===== config.mk =====
export PLATFORM = sky130hd
export DESIGN_NAME = channel_init_multi_flat
export DESIGN_NICKNAME = d
export VERILOG_FILES = /design/src/rtl/channel_init_multi_if.sv /design/src/rtl/channel_init_multi.sv /design/src/flat_wrapper.sv
export SDC_FILE = /design/constraint.sdc
export NUM_CORES = 1
export LEC_CHECK = 0
export BUFFER_PORTS_ARGS = -buffer_cell sky130_fd_sc_hd__buf_2
export CORE_MARGIN = 10
export CORE_UTILIZATION = 35
export CTS_BUF_LIST = sky130_fd_sc_hd__clkbuf_2
export DETAILED_ROUTE_END_ITERATION = 10
export PLACE_DENSITY = 0.58
export RECOVER_POWER = 100
export SLEW_MARGIN = 20
export SYNTH_ARGS = -nofsm -noshare
export SYNTH_HDL_FRONTEND = slang
export SYNTH_SLANG_ARGS = --single-unit

===== constraint.sdc =====
create_clock -name clk -period 2.8 [get_ports clk]
set_input_delay 0.42 -clock clk [delete_from_list [all_inputs] [get_ports clk]]
set_output_delay 0.42 -clock clk [all_outputs]
set_load 0.05 [all_outputs]

===== src/rtl/channel_init_multi_if.sv =====
// Aurora ordered-set payload type and the lane-status / channel-status bundle.
// master: the channel init controller; slave: the lane side reporting status.
package aurora_pkg;
  typedef struct packed {
    logic sp;
    logic spa;
    logic ver;
    logic i;
    logic cc;
  } ordered_sets_t;
endpackage

interface channel_init_if #(
  parameter int unsigned LANES   = 4,
  parameter int unsigned RETRY_W = 4
);
  logic [LANES-1:0]          lane_en;
  logic [LANES-1:0]          lane_aligned;
  logic [LANES-1:0]          lane_bonded;
  logic [LANES-1:0]          lane_verified;
  aurora_pkg::ordered_sets_t ordered_sets;
  logic                      init_finished;
  logic [2:0]                state_o;
  logic                      timeout_o;
  logic                      link_drop_o;
  logic [RETRY_W-1:0]        retry_cnt;
  logic                      failed;

  modport master (
    input  lane_en, lane_aligned, lane_bonded, lane_verified,
    output ordered_sets, init_finished, state_o, timeout_o, link_drop_o, retry_cnt, failed
  );

  modport slave (
    output lane_en, lane_aligned, lane_bonded, lane_verified,
    input  ordered_sets, init_finished, state_o, timeout_o, link_drop_o, retry_cnt, failed
  );
endinterface


===== src/rtl/channel_init_multi.sv =====
// Multi-lane aurora channel init: RESET -> INIT -> BONDING -> VERIFICATION -> READY with watchdog.
// Define CHANNEL_INIT_RETRY_LIMIT_EN to park in FAILED once timeouts exceed MAX_RETRIES.
module channel_init_multi
  import aurora_pkg::*;
#(
  parameter int unsigned LANES          = 4,
  parameter int unsigned TIMEOUT_CYCLES = 1024,
  parameter int unsigned VER_CYCLES     = 8,
  parameter int unsigned RETRY_W        = 4,
  parameter int unsigned MAX_RETRIES    = 3
) (
  input  logic           clk,
  input  logic           rst_n,
  input  logic           simplex_reset,
  channel_init_if.master ch
);
  localparam int unsigned TIMER_W = $clog2(TIMEOUT_CYCLES);
  localparam int unsigned VER_W   = (VER_CYCLES > 1) ? $clog2(VER_CYCLES) : 1;
  localparam ordered_sets_t OS_SP = '{sp: 1'b1, default: 1'b0};

  typedef enum logic [2:0] {
    S_RESET        = 3'd0,
    S_INIT         = 3'd1,
    S_BONDING      = 3'd2,
    S_VERIFICATION = 3'd3,
    S_READY        = 3'd4,
    S_FAILED       = 3'd5
  } state_e;

  state_e             state_q, state_d;
  logic [TIMER_W-1:0] timer_q, timer_d;
  logic [VER_W-1:0]   ver_cnt_q, ver_cnt_d;
  logic [LANES-1:0]   en_q, en_d;
  logic [RETRY_W-1:0] retry_q, retry_d;
  logic               failed_q, failed_d;
  ordered_sets_t      os_q, os_d;
  logic               fin_q, fin_d;
  logic               timeout_q, timeout_d;
  logic               drop_q, drop_d;
  logic               all_al, all_bd, all_vr, single, timer_max, expire, retry_exhausted;

  // Qualifiers only look at lanes latched into the mask during RESET.
  assign all_al    = &(ch.lane_aligned  | ~en_q);
  assign all_bd    = &(ch.lane_bonded   | ~en_q);
  assign all_vr    = &(ch.lane_verified | ~en_q);
  assign single    = (en_q != '0) && ((en_q & (en_q - LANES'(1))) == '0);
  assign timer_max = (timer_q == TIMER_W'(TIMEOUT_CYCLES - 1));

`ifdef CHANNEL_INIT_RETRY_LIMIT_EN
  assign retry_exhausted = (32'(retry_q) >= MAX_RETRIES);
`else
  logic unused_max_retries;
  assign unused_max_retries = ^MAX_RETRIES;
  assign retry_exhausted    = 1'b0;
`endif

  always_comb begin
    state_d   = state_q;
    timer_d   = timer_q;
    ver_cnt_d = ver_cnt_q;
    en_d      = en_q;
    retry_d   = retry_q;
    failed_d  = failed_q;
    timeout_d = 1'b0;
    drop_d    = 1'b0;
    expire    = 1'b0;
    os_d      = '0;

    if (state_q == S_RESET) en_d = ch.lane_en;

    // Advancing transitions and alignment fallbacks take priority over the watchdog.
    case (state_q)
      S_RESET: if (en_q != '0) state_d = S_INIT;
      S_INIT: begin
        if (all_al) state_d = single ? S_VERIFICATION : S_BONDING;
        else        expire  = timer_max;
      end
      S_BONDING: begin
        if (!all_al)     state_d = S_INIT;
        else if (all_bd) state_d = S_VERIFICATION;
        else             expire  = timer_max;
      end
      S_VERIFICATION: begin
        if (!all_al)                                              state_d = S_INIT;
        else if (all_vr && (ver_cnt_q == VER_W'(VER_CYCLES - 1))) state_d = S_READY;
        else                                                      expire  = timer_max;
      end
      S_READY: begin
        if (!all_al) begin
          state_d = S_RESET;
          drop_d  = 1'b1;
        end
      end
      S_FAILED: state_d = S_FAILED;
      default:  state_d = S_RESET;
    endcase

    if (expire) begin
      timeout_d = 1'b1;
      retry_d   = (retry_q == '1) ? retry_q : retry_q + RETRY_W'(1);
      state_d   = retry_exhausted ? S_FAILED : S_RESET;
      failed_d  = failed_q | retry_exhausted;
    end

    if (state_d != state_q) begin
      timer_d   = '0;
      ver_cnt_d = '0;
    end else begin
      timer_d   = (state_q inside {S_INIT, S_BONDING, S_VERIFICATION}) ? timer_q + TIMER_W'(1) : '0;
      ver_cnt_d = (state_q == S_VERIFICATION && all_vr) ? ver_cnt_q + VER_W'(1) : '0;
    end

    if (simplex_reset) begin
      state_d   = S_RESET;
      timer_d   = '0;
      ver_cnt_d = '0;
      retry_d   = '0;
      failed_d  = 1'b0;
      timeout_d = 1'b0;
      drop_d    = 1'b0;
    end

    // Outputs decode the next state so they line up with the state register.
    case (state_d)
      S_RESET, S_INIT: os_d.sp  = 1'b1;
      S_BONDING:       os_d.i   = 1'b1;
      S_VERIFICATION:  os_d.ver = 1'b1;
      default:         os_d     = '0;
    endcase
    fin_d = (state_d == S_READY);
  end

  always_ff @(posedge clk or negedge rst_n) begin
    if (!rst_n) begin
      state_q   <= S_RESET;
      timer_q   <= '0;
      ver_cnt_q <= '0;
      en_q      <= '0;
      retry_q   <= '0;
      failed_q  <= 1'b0;
      os_q      <= OS_SP;
      fin_q     <= 1'b0;
      timeout_q <= 1'b0;
      drop_q    <= 1'b0;
    end else begin
      state_q   <= state_d;
      timer_q   <= timer_d;
      ver_cnt_q <= ver_cnt_d;
      en_q      <= en_d;
      retry_q   <= retry_d;
      failed_q  <= failed_d;
      os_q      <= os_d;
      fin_q     <= fin_d;
      timeout_q <= timeout_d;
      drop_q    <= drop_d;
    end
  end

  assign ch.state_o       = state_q;
  assign ch.ordered_sets  = os_q;
  assign ch.init_finished = fin_q;
  assign ch.timeout_o     = timeout_q;
  assign ch.link_drop_o   = drop_q;
  assign ch.retry_cnt     = retry_q;
  assign ch.failed        = failed_q;
endmodule


===== src/flat_wrapper.sv =====
// flat-port wrapper written by rule: the top's interface ports become plain ports
module channel_init_multi_flat import aurora_pkg::*;
#(
  parameter int unsigned LANES          = 4,
  parameter int unsigned TIMEOUT_CYCLES = 1024,
  parameter int unsigned VER_CYCLES     = 8,
  parameter int unsigned RETRY_W        = 4,
  parameter int unsigned MAX_RETRIES    = 3
)
  (clk, rst_n, simplex_reset, ch_lane_en, ch_lane_aligned, ch_lane_bonded, ch_lane_verified, ch_ordered_sets, ch_init_finished, ch_state_o, ch_timeout_o, ch_link_drop_o, ch_retry_cnt, ch_failed);
  channel_init_if #(.LANES(LANES), .RETRY_W(RETRY_W)) ch_i ();
  input  logic clk;
  input  logic rst_n;
  input  logic simplex_reset;
  input wire logic [$bits(ch_i.lane_en)-1:0] ch_lane_en;
  input wire logic [$bits(ch_i.lane_aligned)-1:0] ch_lane_aligned;
  input wire logic [$bits(ch_i.lane_bonded)-1:0] ch_lane_bonded;
  input wire logic [$bits(ch_i.lane_verified)-1:0] ch_lane_verified;
  output wire logic [$bits(ch_i.ordered_sets)-1:0] ch_ordered_sets;
  output wire logic [$bits(ch_i.init_finished)-1:0] ch_init_finished;
  output wire logic [$bits(ch_i.state_o)-1:0] ch_state_o;
  output wire logic [$bits(ch_i.timeout_o)-1:0] ch_timeout_o;
  output wire logic [$bits(ch_i.link_drop_o)-1:0] ch_link_drop_o;
  output wire logic [$bits(ch_i.retry_cnt)-1:0] ch_retry_cnt;
  output wire logic [$bits(ch_i.failed)-1:0] ch_failed;
  assign ch_i.lane_en = ch_lane_en;
  assign ch_i.lane_aligned = ch_lane_aligned;
  assign ch_i.lane_bonded = ch_lane_bonded;
  assign ch_i.lane_verified = ch_lane_verified;
  assign ch_ordered_sets = ch_i.ordered_sets;
  assign ch_init_finished = ch_i.init_finished;
  assign ch_state_o = ch_i.state_o;
  assign ch_timeout_o = ch_i.timeout_o;
  assign ch_link_drop_o = ch_i.link_drop_o;
  assign ch_retry_cnt = ch_i.retry_cnt;
  assign ch_failed = ch_i.failed;
  channel_init_multi #(.LANES(LANES), .TIMEOUT_CYCLES(TIMEOUT_CYCLES), .VER_CYCLES(VER_CYCLES), .RETRY_W(RETRY_W), .MAX_RETRIES(MAX_RETRIES)) u_core (.clk(clk), .rst_n(rst_n), .simplex_reset(simplex_reset), .ch(ch_i));
endmodule

---- Yosys cells after proc, flatten, opt, wreduce, memory -nomap -nowiden ----
Cells that the tools add are included.
cells by class
  add/sub/neg operators ................... 4
  equality and inequality tests ........... 14
  multiplexer cells ....................... 34
  bitwise logic cells ..................... 5
  reductions and logical operators ........ 14
operator list
  operator                                           number
  two-way mux 3 bit                                  12
  two-way mux 10 bit                                 3
  case mux 3 bit (6 select lines)                    1
  two-way mux 1 bit                                  14
  == test 3 x 2 -> 1 bit (second input constant)     4
  == test 3 bit (second input constant)              4
  two-way mux 4 bit                                  3
  bitwise OR 4 bit                                   3
  AND reduction 4 bit                                3
  adder 10 x 1 -> 10 bit (second input constant)     1
  == test 10 bit (second input constant)             1
  == test 3 x 1 -> 1 bit (second input constant)     2
  logical NOT 3 bit                                  2
  adder 4 x 1 -> 4 bit (second input constant)       1
  bitwise AND 4 bit                                  1
  == test 4 bit (second input constant)              1
  logical NOT 4 bit                                  1
  NOT 4 bit                                          1
  nonzero test 4 bit                                 1
  subtractor 4 x 1 -> 4 bit (second input constant)  1
  adder 3 x 1 -> 3 bit (second input constant)       1
  logical AND 1 bit                                  3
  != test 3 bit                                      1
  case mux 1 bit (3 select lines)                    1
  5 further kinds                                    5
storage, ports and cells
  register bits after elaboration ......... 30
  input bits .............................. 19
  output and inout port bits .............. 16
  word-level logic and storage cells ...... 82

---- Longest topological paths before layout ----
Gate-level depths: netlist of the first run.
  depth after elaboration ................. 12
  gate-level depth with buffers ........... 8
  depth with buffers taken out ............ 7

---- Least setup slack after synthesis of the first run ----
OpenSTA, ideal clock, no wires.
  path kind ............................... reg-to-reg
  from .................................... register u_core.state_q[0] (netlist: u_core.ch.state_o[0])
  to ...................................... register u_core.retry_q[0] (netlist: u_core.ch.retry_cnt[0])
  library setup time ...................... 79 ps
  data arrival time ....................... 1962 ps
  data required time ...................... 2721 ps
  path slack .............................. 759 ps
  cell stages (with the launch flop) ...... 9
  buffers on the path ..................... 2
  period minus slack after synthesis ...... 2041 ps
  path through ............................ dfrtp_1 > buf_2 > nor2_1 > nor3b_1 > and3_1 > buf_2 > nand2_1 > or3_1 > a21oi_1
between the ends
  cells in the longest elaborated chain, start to end .. 4
  elaborated cells on any way between the ends .. 6
RTL lines
  item                                                                     line                       text
  start, declared                                                          channel_init_multi.sv:30   state_e state_q, state_d;
  start signal, assigned                                                   channel_init_multi.sv:146  state_q <= state_d;
  == test 3 x 2 -> 1 bit / == test 3 x 1 -> 1 bit (equally long branches)  channel_init_multi.sv:72   case (state_q)
  case mux 1 bit (3 select lines) *                                        channel_init_multi.sv:72
  nonzero test 2 bit (no line) *                                           --
  AND reduction 2 bit (no line) *                                          --
  end signal, assigned                                                     channel_init_multi.sv:150  retry_q <= retry_d;
  end, declared                                                            channel_init_multi.sv:34   logic [RETRY_W-1:0] retry_q, retry_d;
Every way passes the cells marked *; elsewhere a longest branch is shown, timed or not.
A chain may end at the register's enable or synchronous reset.

---- Worst setup path in the final report of the first run ----
  from .................................... register u_core.en_q[3]
  to ...................................... register u_core.ver_cnt_q[1]
between the ends
  cells in the longest elaborated chain, start to end .. 11
  elaborated cells on any way between the ends .. 34
RTL lines
  item                                                                                       line                                                text
  start, declared                                                                            channel_init_multi.sv:33                            logic [LANES-1:0] en_q, en_d;
  start signal, assigned                                                                     channel_init_multi.sv:149                           en_q <= en_d;
  subtractor 4 x 1 -> 4 bit / NOT 4 bit (equally long branches)                              --
  bitwise AND 4 bit / bitwise OR 4 bit (equally long branches)                               channel_init_multi.sv:46, channel_init_multi.sv:45
  logical NOT 4 bit / AND reduction 4 bit (equally long branches)                            channel_init_multi.sv:46, channel_init_multi.sv:45
  logical AND 1 bit, on equally long branches                                                channel_init_multi.sv:46, channel_init_multi.sv:85
  two-way mux 1 bit (tied with other cells)                                                  channel_init_multi.sv:75                            if (all_al) state_d = single ? S_VERIFICATION : S_BONDING;
  two-way mux 3 bit (tied with other cells)                                                  channel_init_multi.sv:75
  case mux 3 bit (6 select lines) / case mux 1 bit (3 select lines) (equally long branches)  channel_init_multi.sv:72
  two-way mux 3 bit                                                                          channel_init_multi.sv:98                            if (expire) begin
  != test 3 bit                                                                              channel_init_multi.sv:105                           if (state_d != state_q) begin
  two-way mux 3 bit *                                                                        channel_init_multi.sv:105
  two-way mux 3 bit *                                                                        channel_init_multi.sv:113                           if (simplex_reset) begin
  named net u_core.ver_cnt_d[1]                                                              channel_init_multi.sv:32                            logic [VER_W-1:0] ver_cnt_q, ver_cnt_d;
  end signal, assigned                                                                       channel_init_multi.sv:148                           ver_cnt_q <= ver_cnt_d;
  end, declared                                                                              channel_init_multi.sv:32
The timed path passes the listed nets; every way through them passes the cells marked *.

==> impl_metrics.env, run 1 <==
export IMPL_power_density_nw_per_um2=743
export IMPL_violations="capacitance limit, slew limit"
export IMPL_yosys_warnings=0
export IMPL_vias=1236
export IMPL_gp_congestion=0.784
export IMPL_path_max_fanout=9
export IMPL_cts_tree="built"
export IMPL_rsz0062_at_grt="false"
export IMPL_multi_input_area_um2=751
export IMPL_fp_dieH_um=87.5
export IMPL_critical_path_required_ps=3130
export IMPL_path_clk_slew_ps=170
export IMPL_initial_utilization_pct=36.4
export IMPL_slew_viol_final=31
export IMPL_postCtsSetupBuffers=0
export IMPL_holdBufCountCts=0
export IMPL_synth_distinct_cells=44
export IMPL_cts_root_buf="clkbuf_2"
export IMPL_slowest_stage="a211oi_1"
export IMPL_n_antenna_cell=0
export IMPL_fmax_mhz=453
export IMPL_finalWirelength_mm=3.50
export IMPL_grt_max_degree=31
export IMPL_dp_cells=235
export IMPL_syn_area_um2=1600
export IMPL_cts_buffers=5
export IMPL_path_cells="inv_1, o2111a_1, o311ai_4, o32ai_4, a211oi_1, and3_1"
export IMPL_synth_seq_area_share_pct=47.1
export IMPL_worst_hold_path_type="in2reg"
export IMPL_finalHoldViolCount=0
export IMPL_via_per_inst=5.09
export IMPL_worst_setup_path_start_kind="register"
export IMPL_nets=213
export IMPL_die_area_um2=7660
export IMPL_grt_antenna_before_repair=0
export IMPL_fin_cells=243
export IMPL_track_usage_pct=9.73
export IMPL_register_area_um2=752
export IMPL_h_tree_depth=2
export IMPL_slowest_delay_ps=620
export IMPL_grt_pass1_vias=1317
export IMPL_busiest_layer="met2"
export IMPL_crit_buf_inv=1
export IMPL_syn_avg_cell_area_um2=10.2
export IMPL_dieWidth_um=87.5
export IMPL_core_um2=4380
export IMPL_peakVddDrop_v=0.000326
export IMPL_worstMarginPinSlew_ps=1540
export IMPL_crit_arrival_ps=2540
export IMPL_use_met3_pct=4.46
export IMPL_cts_path_max_buffers=2
export IMPL_slew_limit_headroom_pct=-2.65
export IMPL_grt_pass1_wl_mm=6.02
export IMPL_cp_top_family="compound AO/OA/AOI/OAI gates"
export IMPL_postSynthCellCount=157
export IMPL_fill_cells=448
export IMPL_drive_above_1_share_pct=16.8
export IMPL_grt_ovfl_total=0
export IMPL_boundaryPins=35
export IMPL_drv_cap=1
export IMPL_drtPass1Iterations=4
export IMPL_drtIter0Drc=70
export IMPL_yosys_register_bits=30
export IMPL_p_leak_uw=0.000815
export IMPL_finalSetupTns_ps=0
export IMPL_skew_ps=21.2
export IMPL_met2_usage_pct=16.0
export IMPL_drtAntennaViolNets=0
export IMPL_end_kind="register"
export IMPL_dpl_hpwl_mm=2.74
export IMPL_clk_latency_ps=380
export IMPL_wire_per_inst_um=14.4
export IMPL_grt_util_met1_pct=11.1
export IMPL_num_rows=24
export IMPL_crit_type="reg2reg"
export IMPL_run_status="finished, violations left"
export IMPL_cts_sinks=30
export IMPL_area_growth_pct=12.5
export IMPL_portBuffers=31
export IMPL_finalCritPeriodShare_pct=78.9
export IMPL_setup_viol=0
export IMPL_layout_min_cycle_time_ps=2210
export IMPL_drc=0
export IMPL_ctsResizeCount=0
==> where the power goes <==
group	leakage, uW	switching [uW]	total [uW]	internal, uW
logic	0.000366	310	465	155
clock network	0.0000427	154	303	148
registers	0.000405	81.3	568	486
==> worst paths after layout <==
kind / start / endpoint / slack, ps / depth (start not counted)
worst min register to register: u_core.timer_q[0] / u_core.timer_q[0] / 490 / 1
worst min-delay path: ch_lane_en[2] / u_core.en_q[2] / 240 / 3
min in group asynchronous: rst_n / u_core.ch.init_finished / 380 / 1
max in group asynchronous: rst_n / u_core.ch.timeout_o / 1510 / 1
worst max-delay path: u_core.en_q[3] / u_core.ver_cnt_q[1] / 590 / 6
worst max register to register: u_core.en_q[3] / u_core.ver_cnt_q[1] / 590 / 6
==> flip-flops by register name (all words and copies together), names as in the netlist <==
signal / count
u_core.timer_q: 10
u_core.ch.retry_cnt: 4
u_core.en_q: 4
u_core.ch.ordered_sets: 3
u_core.ch.state_o: 3
u_core.ver_cnt_q: 3
u_core.ch.init_finished: 1
u_core.ch.link_drop_o: 1
u_core.ch.timeout_o: 1
==> layout by cell type (no fill, tap or decap), types with 2 or more instances in the layout <==
cell type	count
nand4_1	4
clkinv_2	2
nand2_1	10
buf_2	17
clkbuf_2	5
ha_1	4
a31oi_1	3
o2111a_1	2
dfrtp_1	29
a311oi_1	2
and3b_1	2
xnor2_1	3
xor2_1	6
conb_1	3
nand2b_1	8
nand3_1	6
nor2b_1	5
clkbuf_1	15
a21oi_1	3
nor2_1	19
nor3_1	4
inv_1	5
and3_1	7
o21ai_0	6
==> per-layer routing <==
metal / up-vias / wire (um)
met5: - / 0
met4: 0 / 23
met3: 4 / 289
met2: 34 / 1590
met1: 579 / 1600
li1: 619 / -
==> worst register-to-register path, cell delays in order, from the launching register on <==
cell	delay [ps]
dfrtp_1	470
inv_1	100
o2111a_1	410
o311ai_4	140
o32ai_4	180
a211oi_1	620
and3_1	270
==> cell usage after synthesis (all sizes together) <==
cell    number  area share, %
nor3         4            1.3
o221ai       1           0.55
a211oi       1            1.3
a31oi        3            1.2
and3         7            2.7
dfrtp       29             45
and3b        2            1.1
or3          1           0.39
nand4        4            1.6
o21ai        7            2.2
and4         1           0.55
o2111a       2            1.4
inv          6            1.4
and2         1           0.39
nor3b        1           0.47
conb         1           0.23
a311oi       2            1.1
xnor2        3            1.6
nor2b        5            2.0
dfstp        1            1.6
xor2         6            3.3
a21oi        3           0.94
o211ai       1           0.47
o311ai       1            1.6
nand2b       8            3.1
ha           4            3.1
o22ai        1           0.39
nand2       10            2.4
o32ai        2            2.3
nor2        19            4.5
nand3        6            1.9
o32a         1            1.4
or4          1           0.55
mux2         1           0.71
nor4         1           0.39
o21a         1           0.47
o41ai        1           0.55
buf          8            3.4
==> stage by stage <==
stage / hold WS [ps] / setup WS, ps / area [um2] / utilization, % / power, uW
global route: 261 / 402 / 1800 / 41.0 / 1430
global placement: 473 / 779 / 1780 / 40.5 / 1070
floorplan: 124 / 759 / 1600 / - / 967
detailed placement: 476 / 725 / 1780 / 40.5 / 1080
CTS: 52.5 / 695 / 1840 / 42.0 / 1390
finish: 241 / 591 / 1800 / 41.0 / 1330
==> cell type report <==
cell class,instances,area share (%)
flip-flops and latches,30,41.9
multi-input cells,115,41.8
repair buffers,32,7.87
well taps,52,3.62
clock inverters,3,2.23
clock buffers,5,1.39
inverters,6,1.25
==> logic make-up (layout without fill, tap and decap cells) <==
group	after synthesis	in the layout	share of synthesized area [%]
AND/OR/NAND/NOR	71	71	23.2
flip-flops	30	30	47.1
AO/OA/AOI/OAI	27	27	15.8
buffers and inverters	14	46	4.86
XOR/XNOR	9	9	4.94
adder cells (fa/ha/maj)	4	4	3.13
other	1	3	0.235
multiplexers	1	1	0.705
Power figures use the tool's default switching activity.
==> inputs of run 2 (changes only) <==
--- a/config.mk
+++ b/config.mk
@@ -10,7 +10,7 @@
 export CORE_UTILIZATION = 35
 export CTS_BUF_LIST = sky130_fd_sc_hd__clkbuf_2
 export DETAILED_ROUTE_END_ITERATION = 10
-export PLACE_DENSITY = 0.58
+export PLACE_DENSITY = 0.6
 export RECOVER_POWER = 100
 export SLEW_MARGIN = 20
 export SYNTH_ARGS = -nofsm -noshare
==> constraint.sdc (replaced) <==
create_clock -name clk -period 2 [get_ports clk]
set_input_delay 0.3 -clock clk [delete_from_list [all_inputs] [get_ports clk]]
set_output_delay 0.3 -clock clk [all_outputs]
set_load 0.05 [all_outputs]
==> run 2 against run 1 <==
Core utilization is 1.8 points higher. Clock power hardly changed. Global-route usage is 0.54 points higher. Highest routed layer unchanged. The run now ends clean. Routed wire length is 4.4% higher. Combinational power is 68% higher. Final area is 4.5% higher. Sequential power is 36% higher. Worst setup slack worse by 520 ps.
==> impl_metrics.env, run 2 (synthesized netlist as in run 1, its figures left out) <==
export IMPL_critical_path_required_ps=2320
export IMPL_p_int_uw=1050
export IMPL_drtIter0Drc=79
export IMPL_drtPass1Iterations=4
export IMPL_largest_reg_flops=10
export IMPL_fmax_mhz=519
export IMPL_drc=0
export IMPL_worstMarginPinSlew_ps=728
export IMPL_peakVddDrop_v=0.000571
export IMPL_final_cell_mix="dfrtp_1 (26), nor2_1 (19), buf_2 (19), clkbuf_1 (14), nand2_1 (10)"
export IMPL_grt_pass1_wl_mm=6.22
export IMPL_p_sw_share_pct=43.3
export IMPL_finalSetupTns_ps=0
export IMPL_layout_min_cycle_time_ps=1930
export IMPL_min_path_cells=3
export IMPL_nets=223
export IMPL_dpl_hpwl_mm=2.75
export IMPL_grt_pass1_vias=1340
export IMPL_area_growth_pct=17.6
export IMPL_clkPwrFrac_pct=16.3
export IMPL_grt_max_degree=31
export IMPL_worst_setup_path_start_kind="register"
export IMPL_gp_congestion=0.818
export IMPL_cts_root_buf="clkbuf_2"
export IMPL_clk_latency_ps=380
export IMPL_track_usage_pct=10.3
export IMPL_n_antenna_cell=0
export IMPL_p_sw_uw=804
export IMPL_cts_buffers=5
export IMPL_num_rows=24
export IMPL_top_register="u_core.timer_q"
export IMPL_grt_antenna_before_repair=0
export IMPL_crit_type="reg2reg"
export IMPL_setup_viol=0
export IMPL_r2r_slack_ps=70
export IMPL_die_area_um2=7660
export IMPL_skew_ps=13.6
export IMPL_final_common_cell="dfrtp_1"
export IMPL_finalHoldViolCount=0
export IMPL_end_kind="register"
export IMPL_p_leak_uw=0.000859
export IMPL_vias=1248
export IMPL_drive_above_1_share_pct=23.9
export IMPL_portBuffers=31
export IMPL_finalCritPeriodShare_pct=96.3
export IMPL_cts_path_max_buffers=2
export IMPL_dieWidth_um=87.5
export IMPL_pre_cts_ws_ps=85.5
export IMPL_hp_start="ch_lane_en[2]"
export IMPL_total_power_uw=1860
export IMPL_finalWirelength_mm=3.66
export IMPL_run_status="completed"
export IMPL_setup_ws_ps=74.6
export IMPL_path_clk_slew_ps=170
export IMPL_core_um2=4380
export IMPL_cts_sinks=30
export IMPL_drtAntennaViolNets=0
export IMPL_crit_arrival_ps=2240
export IMPL_min_to="u_core.en_q[2]"
export IMPL_r2r_start="u_core.en_q[0]"
export IMPL_drv_cap=0
export IMPL_power_density_nw_per_um2=991
export IMPL_pwr_share_comb_pct=42.0
export IMPL_slew_viol_final=0
export IMPL_final_util_pct=42.8
export IMPL_cts_tree="built"
export IMPL_rsz0062_at_grt="false"
export IMPL_wire_per_inst_um=14.5
export IMPL_slew_limit_headroom_pct=51.4
export IMPL_reg2reg_to="u_core.ver_cnt_q[0]"
export IMPL_r2r_cells=6
export IMPL_initial_utilization_pct=36.4
export IMPL_h_tree_depth=2
export IMPL_grt_ovfl_total=0
export IMPL_worst_hold_path_type="in2reg"
export IMPL_path_max_fanout=7
export IMPL_seqPwrFrac_pct=41.7
export IMPL_fp_dieH_um=87.5
export IMPL_boundaryPins=35
export IMPL_via_per_inst=4.93
==> run 2: what timing repair did <==
item,CTS,global route
hold buffers,1,0
buffers inserted,0,2
hold endpoints to repair,29,0
gates resized for setup,0,5
setup endpoints to repair,0,6
==> run 2: worst max-delay path by stage <==
stage,start,end,cells past startpoint,slack [ps]
floorplan,u_core.ch.state_o[2],u_core.ch.retry_cnt[0],6,50
global placement,u_core.en_q[0],u_core.ver_cnt_q[0],6,90
detailed placement,u_core.en_q[0],u_core.ver_cnt_q[0],6,90
CTS,u_core.en_q[3],u_core.ver_cnt_q[0],7,30
global route,u_core.ch.state_o[1],u_core.ch.retry_cnt[0],6,1
finish,u_core.en_q[0],u_core.ver_cnt_q[0],6,70
==> run 2: area by class of cell <==
type	instances	area, um2
multi-input combinational	115	779
fill	446	2510
timing repair buffer	42	215
tap	52	65.1
clock inverter	2	8.76
sequential	30	756
inverter	6	22.5
clock buffer	6	30.0
==> run 2: power by group through the flow <==
stage	Sequential (uW)	Clock, uW	Combinational (uW)
floorplan	854	0	502
global placement	790	0	770
detailed placement	792	0	776
CTS	778	320	780
global route	787	345	868
finish	775	304	781
==> run 2: metrics by stage <==
stage | std cells | hold WS, ps | instance area, um2
2_1_floorplan | 159 | 4.41 | 1610
3_3_place_gp | 242 | 374 | 1830
3_5_place_dp | 242 | 377 | 1830
4_1_cts | 251 | 78.0 | 1880
5_1_grt | 253 | 94.6 | 1880
6_report | 253 | 107 | 1880
==> run 2: metal layers <==
metal | wire length, um | global-route usage [%]
met1 | 1680 | 12.5
met2 | 1660 | 15.7
met3 | 264 | 4.18
met4 | 60 | 4.35
met5 | 0 | 0
==> run 2: worst max-delay path, cell delays in order, from the launching register on <==
cell,delay [ps]
dfrtp_1,440
inv_1,140
o22ai_1,180
o311ai_4,310
o32ai_4,200
a211oi_4,380
and3b_1,220
==> inputs of run 3 (changes only) <==
--- a/config.mk
+++ b/config.mk
@@ -6,6 +6,7 @@
 export NUM_CORES = 1
 export LEC_CHECK = 0
 export BUFFER_PORTS_ARGS = -buffer_cell sky130_fd_sc_hd__buf_2
+export CORE_ASPECT_RATIO = 1.5
 export CORE_MARGIN = 10
 export CORE_UTILIZATION = 35
 export CTS_BUF_LIST = sky130_fd_sc_hd__clkbuf_2
==> run 3 against run 2 <==
Final cell count is the same. Largest cell class unchanged. Worst setup slack gained 35 ps. Fmax grew 1.9%. Non-clock buffer count grew 4. Die area grew 0.73%. Critical path depth grew 1. Clock-buffer cell count is the same. Combinational power grew 8.1%. Via count grew 5.4%. Power grew 3.0%. Hold slack gained 19 ps.
==> impl_metrics.env, run 3 (synthesized netlist as in run 1, its figures left out) <==
export IMPL_p_leak_uw=0.000873
export IMPL_worst_setup_path_start_kind="register"
export IMPL_h_tree_depth=2
export IMPL_track_usage_pct=10.5
export IMPL_drive_above_1_share_pct=25.9
export IMPL_layout_min_cycle_time_ps=1890
export IMPL_worstMarginPinSlew_ps=739
export IMPL_fin_cells=253
export IMPL_dpl_hpwl_mm=2.88
export IMPL_cts_tree="built"
export IMPL_hp_start="ch_lane_en[3]"
export IMPL_drtAntennaViolNets=0
export IMPL_grt_pass1_vias=1360
export IMPL_clkPwrFrac_pct=15.6
export IMPL_grt_antenna_before_repair=0
export IMPL_slew_limit_headroom_pct=50.7
export IMPL_fill_cells=454
export IMPL_slew_viol_final=0
export IMPL_finalWirelength_mm=3.81
export IMPL_wire_per_inst_um=15.0
export IMPL_path_clk_slew_ps=160
export IMPL_setup_viol=0
export IMPL_total_power_uw=1920
export IMPL_cts_buffers=5
export IMPL_min_path_cells=3
export IMPL_min_to="u_core.en_q[3]"
export IMPL_end_kind="register"
export IMPL_cts_sinks=30
export IMPL_r2r_cells=7
export IMPL_die_area_um2=7720
export IMPL_largest_reg_flops=10
export IMPL_grt_ovfl_total=0
export IMPL_critical_path_required_ps=2320
export IMPL_crit_arrival_ps=2210
export IMPL_run_status="completed"
export IMPL_p_int_uw=1100
export IMPL_final_util_pct=42.7
export IMPL_finalSetupTns_ps=0
export IMPL_drc=0
export IMPL_pwr_share_comb_pct=44.1
export IMPL_dp_cells=240
export IMPL_power_density_nw_per_um2=1010
export IMPL_skew_ps=12.5
export IMPL_dieWidth_um=75.1
export IMPL_cts_path_max_buffers=2
export IMPL_reg2reg_to="u_core.ver_cnt_q[0]"
export IMPL_fp_dieH_um=103
export IMPL_grt_max_degree=31
export IMPL_boundaryPins=35
export IMPL_core_um2=4470
export IMPL_area_growth_pct=19.4
export IMPL_drv_cap=0
export IMPL_p_sw_uw=819
export IMPL_nets=227
export IMPL_portBuffers=31
export IMPL_p_sw_share_pct=42.8
export IMPL_worst_hold_path_type="in2reg"
export IMPL_clk_latency_ps=360
export IMPL_drtPass1Iterations=4
export IMPL_rsz0062_at_grt="false"
export IMPL_via_per_inst=5.20
export IMPL_final_cell_mix="dfrtp_1 (26), nor2_1 (19), buf_2 (17), clkbuf_1 (15)"
export IMPL_r2r_start="u_core.en_q[3]"
export IMPL_path_max_fanout=7
export IMPL_finalHoldViolCount=0
export IMPL_vias=1316
export IMPL_r2r_slack_ps=110
export IMPL_num_rows=30
export IMPL_cts_root_buf="clkbuf_2"
export IMPL_finalCritPeriodShare_pct=94.5
export IMPL_grt_pass1_wl_mm=6.26
export IMPL_fmax_mhz=529
export IMPL_gp_congestion=0.773
export IMPL_seqPwrFrac_pct=40.3
export IMPL_drtIter0Drc=63
export IMPL_final_common_cell="dfrtp_1"
export IMPL_top_register="u_core.timer_q"
export IMPL_peakVddDrop_v=0.000546
export IMPL_crit_type="reg2reg"
export IMPL_n_antenna_cell=0
export IMPL_initial_utilization_pct=35.7
[run 3: cell types whose count changed in the layout (fill, tap and decap cells not counted), sizes merged]
cell / previous run / this run
buf: 26 / 27
clkbuf: 21 / 24
[run 3: worst max-delay path by stage]
stage                     depth (start not counted)                      to  slack [ps]                  from
after floorplan                                   6  u_core.ch.retry_cnt[0]          50  u_core.ch.state_o[2]
after global placement                            6     u_core.ver_cnt_q[0]          80        u_core.en_q[0]
after detailed placement                          6     u_core.ver_cnt_q[0]          70        u_core.en_q[0]
after CTS                                         6     u_core.ver_cnt_q[0]          10        u_core.en_q[0]
after global routing                              5     u_core.ver_cnt_q[0]         0.2        u_core.en_q[1]
final                                             7     u_core.ver_cnt_q[0]         110        u_core.en_q[3]
[run 3: per-stage QoR]
stage	worst slack (ps)	hold WS (ps)	area, um2
floorplan	52.3	4.41	1610
global placement	82.3	378	1840
detailed placement	74.9	388	1840
CTS	13.2	112	1890
global route	0.224	99.6	1910
finish	110	126	1910
[run 3: final cells by class]
cell class                 instances  area (um2)  share of cell area (%)
clock buffer                       6        30.0                    1.58
clock inverter                     2        8.76                   0.460
inverter                           6        22.5                    1.18
multi-input combinational        115         785                    41.2
sequential                        30         756                    39.7
tap                               48        60.1                    3.15
timing repair buffer              46         244                    12.8
[run 3: critical path, cell delays in order, from the launching register on]
cell and delay [ps]:
dfrtp_1 420, buf_4 160, nand2b_1 60, o2111a_1 240
and3_4 230, o32ai_4 130, a211oi_4 390, and3b_1 210
[run 3: power by group through the flow]
stage | registers (uW) | clock network [uW] | logic (uW)
finish | 773 | 299 | 844
global route | 787 | 348 | 933
CTS | 786 | 314 | 795
detailed placement | 799 | 0 | 788
global placement | 795 | 0 | 789
floorplan | 854 | 0 | 502
[run 3: layer usage]
metal / part of all wire, % / GRT usage, % / vias up / routed length [um]
li1: - / - / 647 / -
met3: 8.0 / 5.11 / 5 / 303
met1: 39 / 10.8 / 627 / 1470
met4: 1.3 / 3.44 / 0 / 49
met5: 0 / 0 / - / 0
met2: 52 / 17.9 / 37 / 1980
[run 3: repair_timing]
action	CTS	global route
hold buffers	1	0
setup buffers	0	4
hold endpoints to repair	29	0
gates resized for setup	0	7
setup endpoints to repair	0	13
